==> src/rtl/s_axil_register_slave_if.sv <==
// AXI4-Lite bus bundle between a register master and s_axil_register_slave.
// Carries the five AXI4-Lite channels:
//   AW: AWADDR, AWVALID, AWREADY
//   W : WDATA, WSTRB, WVALID, WREADY
//   B : BRESP, BVALID, BREADY
//   AR: ARADDR, ARVALID, ARREADY
//   R : RDATA, RRESP, RVALID, RREADY
// master modport drives addresses, data, valids and response readies;
// slave modport drives address/data readies and the responses.
interface s_axil_register_slave_if #(
    parameter int S_AXI_DATA_WIDTH = 32,
    parameter int S_AXI_ADDR_WIDTH = 32
);
    logic [S_AXI_ADDR_WIDTH-1:0]   AWADDR;
    logic                          AWVALID;
    logic                          AWREADY;
    logic [S_AXI_DATA_WIDTH-1:0]   WDATA;
    logic [S_AXI_DATA_WIDTH/8-1:0] WSTRB;
    logic                          WVALID;
    logic                          WREADY;
    logic [1:0]                    BRESP;
    logic                          BVALID;
    logic                          BREADY;
    logic [S_AXI_ADDR_WIDTH-1:0]   ARADDR;
    logic                          ARVALID;
    logic                          ARREADY;
    logic [S_AXI_DATA_WIDTH-1:0]   RDATA;
    logic [1:0]                    RRESP;
    logic                          RVALID;
    logic                          RREADY;

    modport master (
        output AWADDR, AWVALID, WDATA, WSTRB, WVALID, BREADY, ARADDR, ARVALID, RREADY,
        input  AWREADY, WREADY, BRESP, BVALID, ARREADY, RDATA, RRESP, RVALID
    );

    modport slave (
        input  AWADDR, AWVALID, WDATA, WSTRB, WVALID, BREADY, ARADDR, ARVALID, RREADY,
        output AWREADY, WREADY, BRESP, BVALID, ARREADY, RDATA, RRESP, RVALID
    );
endinterface

==> src/rtl/s_axil_register_slave.sv <==
// AXI4-Lite slave register file of NUM_REG words, S_AXI_DATA_WIDTH bits each.
// AW and W are accepted independently in either order; the write commits on
// the first edge where both are available, honouring byte strobes. Reads
// return one cycle after the AR handshake. Out-of-range accesses answer SLVERR.
// Ports:
//   ACLK    - clock, rising edge
//   ARESET  - synchronous active-high reset
//   s_axil  - AXI4-Lite slave bus (AW/W/B/AR/R channels)
//   REG_OUT - all registers flattened; reg k at [k*S_AXI_DATA_WIDTH +: S_AXI_DATA_WIDTH]
module s_axil_register_slave #(
    parameter int S_AXI_DATA_WIDTH = 32,
    parameter int S_AXI_ADDR_WIDTH = 32,
    parameter int NUM_REG          = 16
) (
    input  logic                                ACLK,
    input  logic                                ARESET,
    s_axil_register_slave_if.slave              s_axil,
    output logic [NUM_REG*S_AXI_DATA_WIDTH-1:0] REG_OUT
);

    localparam int DATA_W = S_AXI_DATA_WIDTH;
    localparam int ADDR_W = S_AXI_ADDR_WIDTH;
    localparam int STRB_W = DATA_W / 8;
    localparam int IDX_W  = $clog2(NUM_REG);
    localparam logic [ADDR_W-1:0] ADDR_LIMIT = ADDR_W'(NUM_REG * 4);

    localparam logic [1:0] RESP_OKAY   = 2'b00;
    localparam logic [1:0] RESP_SLVERR = 2'b10;

    function automatic logic [DATA_W-1:0] apply_strobes(
        input logic [DATA_W-1:0] old_val,
        input logic [DATA_W-1:0] new_val,
        input logic [STRB_W-1:0] strb
    );
        logic [DATA_W-1:0] merged;
        merged = old_val;
        for (int b = 0; b < STRB_W; b++) begin
            if (strb[b]) merged[b*8 +: 8] = new_val[b*8 +: 8];
        end
        return merged;
    endfunction

    function automatic logic addr_in_range(input logic [ADDR_W-1:0] addr);
        return addr < ADDR_LIMIT;
    endfunction

    logic [DATA_W-1:0] regs [NUM_REG];

    logic              aw_held;
    logic              w_held;
    logic [ADDR_W-1:0] aw_addr_held;
    logic [DATA_W-1:0] w_data_held;
    logic [STRB_W-1:0] w_strb_held;

    logic              bvalid;
    logic [1:0]        bresp;
    logic              rvalid;
    logic [DATA_W-1:0] rdata;
    logic [1:0]        rresp;

    logic              aw_hs;
    logic              w_hs;
    logic              ar_hs;
    logic              commit;
    logic [ADDR_W-1:0] wr_addr;
    logic [DATA_W-1:0] wr_data;
    logic [STRB_W-1:0] wr_strb;
    logic [IDX_W-1:0]  wr_idx;
    logic [IDX_W-1:0]  rd_idx;
    logic              wr_in_range;
    logic              rd_in_range;

    assign s_axil.AWREADY = !ARESET && !aw_held && !bvalid;
    assign s_axil.WREADY  = !ARESET && !w_held && !bvalid;
    assign s_axil.ARREADY = !ARESET && !rvalid;
    assign s_axil.BVALID  = bvalid;
    assign s_axil.BRESP   = bresp;
    assign s_axil.RVALID  = rvalid;
    assign s_axil.RDATA   = rdata;
    assign s_axil.RRESP   = rresp;

    assign aw_hs = s_axil.AWVALID && s_axil.AWREADY;
    assign w_hs  = s_axil.WVALID && s_axil.WREADY;
    assign ar_hs = s_axil.ARVALID && s_axil.ARREADY;

    // A channel counts as present if it was held earlier or handshakes now;
    // the commit edge is the first one with both present.
    assign commit  = (aw_held || aw_hs) && (w_held || w_hs);
    assign wr_addr = aw_held ? aw_addr_held : s_axil.AWADDR;
    assign wr_data = w_held ? w_data_held : s_axil.WDATA;
    assign wr_strb = w_held ? w_strb_held : s_axil.WSTRB;

    assign wr_idx      = wr_addr[IDX_W+1:2];
    assign rd_idx      = s_axil.ARADDR[IDX_W+1:2];
    assign wr_in_range = addr_in_range(wr_addr);
    assign rd_in_range = addr_in_range(s_axil.ARADDR);

    // Control state, register file and responses
    always_ff @(posedge ACLK) begin
        if (ARESET) begin
            for (int k = 0; k < NUM_REG; k++) regs[k] <= '0;
            aw_held <= 1'b0;
            w_held  <= 1'b0;
            bvalid  <= 1'b0;
            bresp   <= RESP_OKAY;
            rvalid  <= 1'b0;
            rdata   <= '0;
            rresp   <= RESP_OKAY;
        end else begin
            // Write channel: commit cannot coincide with a pending B because
            // neither AW nor W is accepted while BVALID is high.
            if (commit) begin
                if (wr_in_range) begin
                    regs[wr_idx] <= apply_strobes(regs[wr_idx], wr_data, wr_strb);
                end
                bresp   <= wr_in_range ? RESP_OKAY : RESP_SLVERR;
                bvalid  <= 1'b1;
                aw_held <= 1'b0;
                w_held  <= 1'b0;
            end else begin
                if (aw_hs) aw_held <= 1'b1;
                if (w_hs)  w_held  <= 1'b1;
                if (bvalid && s_axil.BREADY) bvalid <= 1'b0;
            end

            // Read channel: regs sampled before this edge's write lands
            if (ar_hs) begin
                rdata  <= rd_in_range ? regs[rd_idx] : '0;
                rresp  <= rd_in_range ? RESP_OKAY : RESP_SLVERR;
                rvalid <= 1'b1;
            end else if (rvalid && s_axil.RREADY) begin
                rvalid <= 1'b0;
            end
        end
    end

    // Held AW/W payloads; only meaningful while the matching flag is set
    always_ff @(posedge ACLK) begin
        if (aw_hs) aw_addr_held <= s_axil.AWADDR;
        if (w_hs) begin
            w_data_held <= s_axil.WDATA;
            w_strb_held <= s_axil.WSTRB;
        end
    end

    for (genvar k = 0; k < NUM_REG; k++) begin : g_reg_out
        assign REG_OUT[k*DATA_W +: DATA_W] = regs[k];
    end

endmodule

==> src/flat_wrapper.sv <==
// flat-port wrapper written by rule: the top's interface ports become plain ports
module s_axil_register_slave_flat 
#(
    parameter int S_AXI_DATA_WIDTH = 32,
    parameter int S_AXI_ADDR_WIDTH = 32,
    parameter int NUM_REG          = 16
)
  (ACLK, ARESET, REG_OUT, s_axil_AWADDR, s_axil_AWVALID, s_axil_WDATA, s_axil_WSTRB, s_axil_WVALID, s_axil_BREADY, s_axil_ARADDR, s_axil_ARVALID, s_axil_RREADY, s_axil_AWREADY, s_axil_WREADY, s_axil_BRESP, s_axil_BVALID, s_axil_ARREADY, s_axil_RDATA, s_axil_RRESP, s_axil_RVALID);
  s_axil_register_slave_if #(.S_AXI_DATA_WIDTH(S_AXI_DATA_WIDTH), .S_AXI_ADDR_WIDTH(S_AXI_ADDR_WIDTH)) s_axil_i ();
  input  logic ACLK;
  input  logic ARESET;
  output logic [NUM_REG*S_AXI_DATA_WIDTH-1:0] REG_OUT;
  input wire logic [$bits(s_axil_i.AWADDR)-1:0] s_axil_AWADDR;
  input wire logic [$bits(s_axil_i.AWVALID)-1:0] s_axil_AWVALID;
  input wire logic [$bits(s_axil_i.WDATA)-1:0] s_axil_WDATA;
  input wire logic [$bits(s_axil_i.WSTRB)-1:0] s_axil_WSTRB;
  input wire logic [$bits(s_axil_i.WVALID)-1:0] s_axil_WVALID;
  input wire logic [$bits(s_axil_i.BREADY)-1:0] s_axil_BREADY;
  input wire logic [$bits(s_axil_i.ARADDR)-1:0] s_axil_ARADDR;
  input wire logic [$bits(s_axil_i.ARVALID)-1:0] s_axil_ARVALID;
  input wire logic [$bits(s_axil_i.RREADY)-1:0] s_axil_RREADY;
  output wire logic [$bits(s_axil_i.AWREADY)-1:0] s_axil_AWREADY;
  output wire logic [$bits(s_axil_i.WREADY)-1:0] s_axil_WREADY;
  output wire logic [$bits(s_axil_i.BRESP)-1:0] s_axil_BRESP;
  output wire logic [$bits(s_axil_i.BVALID)-1:0] s_axil_BVALID;
  output wire logic [$bits(s_axil_i.ARREADY)-1:0] s_axil_ARREADY;
  output wire logic [$bits(s_axil_i.RDATA)-1:0] s_axil_RDATA;
  output wire logic [$bits(s_axil_i.RRESP)-1:0] s_axil_RRESP;
  output wire logic [$bits(s_axil_i.RVALID)-1:0] s_axil_RVALID;
  assign s_axil_i.AWADDR = s_axil_AWADDR;
  assign s_axil_i.AWVALID = s_axil_AWVALID;
  assign s_axil_i.WDATA = s_axil_WDATA;
  assign s_axil_i.WSTRB = s_axil_WSTRB;
  assign s_axil_i.WVALID = s_axil_WVALID;
  assign s_axil_i.BREADY = s_axil_BREADY;
  assign s_axil_i.ARADDR = s_axil_ARADDR;
  assign s_axil_i.ARVALID = s_axil_ARVALID;
  assign s_axil_i.RREADY = s_axil_RREADY;
  assign s_axil_AWREADY = s_axil_i.AWREADY;
  assign s_axil_WREADY = s_axil_i.WREADY;
  assign s_axil_BRESP = s_axil_i.BRESP;
  assign s_axil_BVALID = s_axil_i.BVALID;
  assign s_axil_ARREADY = s_axil_i.ARREADY;
  assign s_axil_RDATA = s_axil_i.RDATA;
  assign s_axil_RRESP = s_axil_i.RRESP;
  assign s_axil_RVALID = s_axil_i.RVALID;
  s_axil_register_slave #(.S_AXI_DATA_WIDTH(S_AXI_DATA_WIDTH), .S_AXI_ADDR_WIDTH(S_AXI_ADDR_WIDTH), .NUM_REG(NUM_REG)) u_core (.ACLK(ACLK), .ARESET(ARESET), .s_axil(s_axil_i), .REG_OUT(REG_OUT));
endmodule
==> config.mk <==
export PLATFORM = sky130hd
export DESIGN_NAME = s_axil_register_slave_flat
export DESIGN_NICKNAME = d
export VERILOG_FILES = /design/src/rtl/s_axil_register_slave_if.sv /design/src/rtl/s_axil_register_slave.sv /design/src/flat_wrapper.sv
export SDC_FILE = /design/constraint.sdc
export NUM_CORES = 1
export LEC_CHECK = 0
export ABC_AREA = 1
export CAP_MARGIN = 20
export CELL_PAD_IN_SITES_DETAIL_PLACEMENT = 1
export CELL_PAD_IN_SITES_GLOBAL_PLACEMENT = 1
export CORE_MARGIN = 1.5
export CORE_UTILIZATION = 43
export CTS_CLUSTER_DIAMETER = 30
export CTS_CLUSTER_SIZE = 20
export DETAILED_ROUTE_END_ITERATION = 16
export GPL_TIMING_DRIVEN = 1
export HOLD_SLACK_MARGIN = 0.02
export PLACE_DENSITY = 0.94
export SETUP_SLACK_MARGIN = 0.1
export SYNTH_ARGS = -nofsm -noshare
export SYNTH_HDL_FRONTEND = slang
export SYNTH_SLANG_ARGS = --single-unit
==> constraint.sdc <==
create_clock -name ACLK -period 7.7 [get_ports ACLK]
set_input_delay 1.54 -clock ACLK [delete_from_list [all_inputs] [get_ports ACLK]]
set_output_delay 1.54 -clock ACLK [all_outputs]
set_load 0.005 [all_outputs]
==> qor.yml, run 1 <==
status: "finished, final reports clean"
hp-class: "reg2reg"
critPathKind: "in2out"
crit_arrival_ns: 3.06
clkTransAtPathRegs_ns: 0.04
layout-drive-gt1-share_pct: 21.3
post_cts_buffers: 0
max_slew_margin_pct: 20.8
area_growth_pct: 39.3
finalNonFillerCells: 4397
crit_path_start_kind: "input pin"
syn_avg_cell_area_um2: 11.1
portBuffers: 653
grt_max_degree: 120
worstPathMaxFanout: 34
wl_um: 150000
via_per_inst: 6.46
cts.htree.levels: 4
dieArea_um2: 71800
gp_congestion: 0.938
final-hold-violation-count: 0
vias: 28400
skew_ns: 0.0449
overflow: 0
worst-path-buf-inv: 3
finalSetupTns_ns: 0
tritoncts: "yes"
cp-end-kind: "output pin"
p_per_area_nw_per_um2: 262
max_freq_ghz: 0.217
final_cell_mix: "clkdlybuf4s50_1, nand2_1, edfxtp_1"
die_y_um: 268
clock-root-buffer: "clkbuf_16"
whs_ns: 0.466
yosysSeqAreaShare_pct: 60.0
cpPeakStageDelay_ns: 0.57
numCtsBuffers: 137
antenna_cells: 0
crit_slowest_cell: "buf_4"
drc: 0
drt_pre_antenna_iters: 6
crit_chain: "buf_2 -> buf_4 -> nor2_1 -> clkdlybuf4s50_1"
worst_slew_pin_slew_ns: 1.16
ys_warn_count: 0
cts_resized: 0
final_nets: 3462
ctsHoldBuffers: 0
cts_sinks: 616
p_leak_nw: 14.3
grt_setup_unrepaired: "no"
antenna_found_initial: 5
required_ns: 6.16
initial_core_util_pct: 43.7
coreArea_um2: 69100
synth_seq_cells: 616
setup_viol: 0
drtIter0Drc: 4601
crit_family: "buffers and inverters"
drt-wirelength-per-cell_um: 34.1
vdd_drop_max_uv: 258
pin_count: 660
rows: 96
p_total_w: 0.0110
drv_cap: 0
grt_pass1_vias: 29100
grt_pass1_wl_um: 212000
ctsLongestPathBuffers: 3
place_inst: 4118
hpwl_um: 91100
die_x_um: 268
final_common_cell: "clkdlybuf4s50_1"
min_period_ns: 4.60
syn_inst: 2716
synth_cell_types: 32
clkLatencyLatePin_ns: 0.72
final_antenna_net_count: 0
track_usage_pct: 40.9
fin_crit_sh_pct: 59.8
finalMaxSlewViolations: 0
netlist_area_um2: 30200
[report_power, final]
| group | switching, W | leakage, nW | internal (W) |
|---|---|---|---|
| logic | 0.000749 | 5.87 | 0.000355 |
| clock network | 0.00212 | 2.24 | 0.00391 |
| registers | 0.000108 | 6.21 | 0.00378 |
[per-layer routing]
metal  global-route usage (%)  routed length, um  vias up
met3                     11.8              17600      741
met5                        0                 27        -
met4                     26.6              11400        4
li1                         -                  -    11000
met2                     64.4              68900     2641
met1                     49.1              51800    14000
[synthesized netlist by cell type, drive strengths merged]
library cell	count	area, um^2
nand2	606	2400
edfxtp	578	17400
nor3	519	4250
nand3	484	2420
buf	157	1150
clkbuf	112	420
o21ai	70	384
nor2	51	310
dfxtp	38	761
a21oi	33	165
mux2i	32	320
inv	23	101
or2	5	33.8
nand4	4	85.1
and2	1	6.26
conb	1	3.75
o21bai	1	11.3
o22ai	1	6.26
[area by class of cell]
type | instances | area (um^2)
multi-input cells | 1809 | 10600
inverters | 23 | 111
flip-flops and latches | 616 | 18100
clock inverters | 86 | 1080
fillers | 6954 | 27000
repair buffers | 768 | 7380
clock buffers | 164 | 3580
well taps | 931 | 1160
[worst reg2reg max path: stages, from the launching register on]
cell      delay (ns)
dfxtp_2         0.75
buf_4           0.72
nand2_1         0.18
nand2_1         0.18
nand4_4         0.51
buf_12          0.51
o21ai_0         0.87
clkbuf_2        0.31
[path summary, 6_finish.rpt]
path                                        start                                    to  depth (start not counted)  slack (ns)
max                                        ARESET                        s_axil_ARREADY                          4        3.10
min          u_core.s_axil.RDATA[19]$_SDFFE_PP0P_  u_core.s_axil.RDATA[19]$_SDFFE_PP0P_                          2        0.47
max reg2reg            u_core.w_held$_SDFFE_PP0P_      u_core.regs[2][28]$_SDFFCE_PN0P_                          7        3.36
min reg2reg  u_core.s_axil.RDATA[19]$_SDFFE_PP0P_  u_core.s_axil.RDATA[19]$_SDFFE_PP0P_                          2        0.47
[kinds of logic after synthesis]
family / after synthesis / share of synthesized area [%]
simple gates: 1670 / 31.5
flops: 616 / 60.0
buf+inv: 292 / 5.53
compound gates: 105 / 1.88
mux: 32 / 1.06
other cells: 1 / 0.0124
[flip-flops by register name (all words and copies together), names as in the netlist]
signal                flops
u_core.w_held             1
u_core.s_axil.RRESP       1
u_core.s_axil.BVALID      1
u_core.w_data_held       32
u_core.s_axil.RVALID      1
u_core.w_strb_held        4
u_core.s_axil.BRESP       1
u_core.aw_held            1
u_core.aw_addr_held      30
u_core.regs             512
u_core.s_axil.RDATA      32
[through the flow]
stage / instance area (um^2) / util, % / setup WS (ns)
after global placement: 37200 / 53.9 / 2.62
final: 42100 / 60.9 / 3.10
after detailed placement: 37200 / 53.9 / 2.43
after global routing: 42100 / 60.9 / 2.98
after floorplan: 30200 / - / 2.91
after CTS: 41900 / 60.7 / 3.03
Power figures use the tool's default switching activity.
==> run 2, diff against run 1 <==
CORE_UTILIZATION = 40   (was 43)
PLACE_DENSITY = 0.89   (was 0.94)
clock period = 4.6 ns   (was 7.7 ns; I/O delays follow)
==> run 2 against run 1 <==
  * Die area up 7.4%
  * Global-route usage down 3.8 points
  * Clock power rose by 86%
  * Count of clock-buffer cells in the layout is 11 higher
  * Critical endpoint is now u_core.regs[9][15]$_SDFFCE_PN0P_
==> qor.yml, run 2 (same netlist as run 1, synthesis figures left out) <==
status: "finished, final reports clean"
coreArea_um2: 74600  # +8.0%
drt_pre_antenna_iters: 5  # -1
layout-drive-gt1-share_pct: 22.8  # +1.4 points
vias: 27800  # -2.1%
grt_pass1_vias: 29400  # +0.98%
ctsLongestPathBuffers: 3  # unchanged
whs_ns: 0.464  # -0.00171 ns
fin_crit_sh_pct: 72.4
dieArea_um2: 77100  # +7.4%
vdd_drop_max_uv: 474  # +84%
tritoncts: "yes"
initial_core_util_pct: 40.5  # -3.2 points
antenna_cells: 0  # unchanged
clkTransAtPathRegs_ns: 0.05  # about the same
min_period_ns: 3.33
clock-root-buffer: "clkbuf_16"
setup_viol: 0  # unchanged
max_flop_register: "u_core.regs"
crit_arrival_ns: 3.77  # +0.71 ns
cp-end-kind: "register"
clkLatencyLatePin_ns: 0.74  # +0.02 ns
drv_cap: 0  # unchanged
critPathKind: "reg2reg"
final_cell_mix: "clkdlybuf4s50_1, nand2_1, edfxtp_1"
placed_cell_area_um2: 37900  # +1.8%
cts_sinks: 616  # unchanged
track_usage_pct: 37.1  # -3.8 points
final_nets: 3507  # +1.3%
max_freq_ghz: 0.300
final_antenna_net_count: 0  # unchanged
required_ns: 5.04  # -1.12 ns
grt_max_degree: 145  # +21%
final_common_cell: "clkdlybuf4s50_1"
grt_setup_unrepaired: "no"
finalSetupTns_ns: 0  # unchanged
final-hold-violation-count: 0  # unchanged
p_total_w: 0.0196  # +78%
grt_pass1_wl_um: 209000  # -1.2%
largest_reg_flops: 512  # unchanged
p_per_area_nw_per_um2: 454  # +73%
antenna_found_initial: 4  # -1
worstPathMaxFanout: 23  # -32%
die_x_um: 278  # +3.6%
pin_count: 660  # unchanged
die_y_um: 278  # +3.6%
gp_congestion: 0.884  # -5.8%
ctsHoldBuffers: 0  # unchanged
fin_area_um2: 43200  # +2.6%
cts_resized: 0  # unchanged
post_cts_buffers: 0  # unchanged
hp-class: "reg2reg"
cts.htree.levels: 4  # unchanged
drtIter0Drc: 3597  # -22%
portBuffers: 653  # unchanged
via_per_inst: 6.19  # -4.2%
overflow: 0  # unchanged
crit_path_start_kind: "register"
r2r_slack_ns: 1.27  # -2.09 ns
numCtsBuffers: 145  # +5.8%
p_leak_nw: 14.8  # +3.6%
skew_ns: 0.0758  # +0.0309 ns
max_slew_margin_pct: 21.9  # +1.1 points
drt-wirelength-per-cell_um: 32.3  # -5.1%
rows: 100  # +4.2%
drc: 0  # unchanged
hpwl_um: 89600  # -1.7%
wl_um: 145000  # -3.1%
worst_slew_pin_slew_ns: 1.15  # -0.0157 ns
area_growth_pct: 43.0
finalMaxSlewViolations: 0  # unchanged
run 2: cell count changes in the layout (fill, tap and decap cells not counted), sizes merged:
| cell | previous run | this run |
|---|---|---|
| buf | 102 | 155 |
| bufinv | 17 | 28 |
| clkbuf | 181 | 176 |
| clkinv | 56 | 54 |
| clkinvlp | 9 | 8 |
| inv | 27 | 28 |
run 2: cell type report:
cell class / instances / area [um^2]
flip-flops and latches: 616 / 18100
multi-input cells: 1809 / 10700
repair buffers: 805 / 7790
fillers: 7606 / 31400
inverters: 23 / 111
clock buffers: 175 / 3760
well taps: 969 / 1210
clock inverters: 95 / 1520
run 2: worst max-delay path, cell delays in order (launching register included):
cell,delay (ns)
dfxtp_1,0.76
nand2_1,0.13
nor2_1,0.14
nand3_1,0.12
nand2_2,0.23
nand4_4,0.45
o21ai_0,0.91
buf_4,0.29
run 2: layer usage:
layer	vias to the layer above	global-route usage, %	part of all wire [%]
met5	-	0	0.018
met4	4	22.1	6.5
met3	554	9.94	11
met2	2247	59.5	47
met1	13900	44.9	36
li1	11100	-	-
run 2: report_power, final:
part           total (W)  switching (W)  internal, W  leakage (nW)
registers        0.00650       0.000170      0.00633          6.21
clock network     0.0112        0.00375      0.00749          2.53
logic            0.00186        0.00124     0.000622          6.09
total             0.0196        0.00516       0.0144          14.8
run 2: final timing paths:
kind                                   startpoint                                    to  depth (start not counted)
max                   u_core.aw_held$_SDFFE_PP0P_      u_core.regs[9][15]$_SDFFCE_PN0P_                          7
min          u_core.s_axil.RDATA[18]$_SDFFE_PP0P_  u_core.s_axil.RDATA[18]$_SDFFE_PP0P_                          2
max reg2reg           u_core.aw_held$_SDFFE_PP0P_      u_core.regs[9][15]$_SDFFCE_PN0P_                          7
min reg2reg  u_core.s_axil.RDATA[18]$_SDFFE_PP0P_  u_core.s_axil.RDATA[18]$_SDFFE_PP0P_                          2
run 2: through the flow:
| step | util, % | std cells | setup WS, ns |
|---|---|---|---|
| 3_5_place_dp | 50.8 | 4222 | 0.792 |
| 3_3_place_gp | 50.8 | 4222 | 0.662 |
| 6_report | 57.9 | 4492 | 1.27 |
| 5_1_grt | 57.9 | 4492 | 1.19 |
| 2_1_floorplan | - | 2717 | 0.428 |
| 4_1_cts | 57.9 | 4492 | 1.33 |
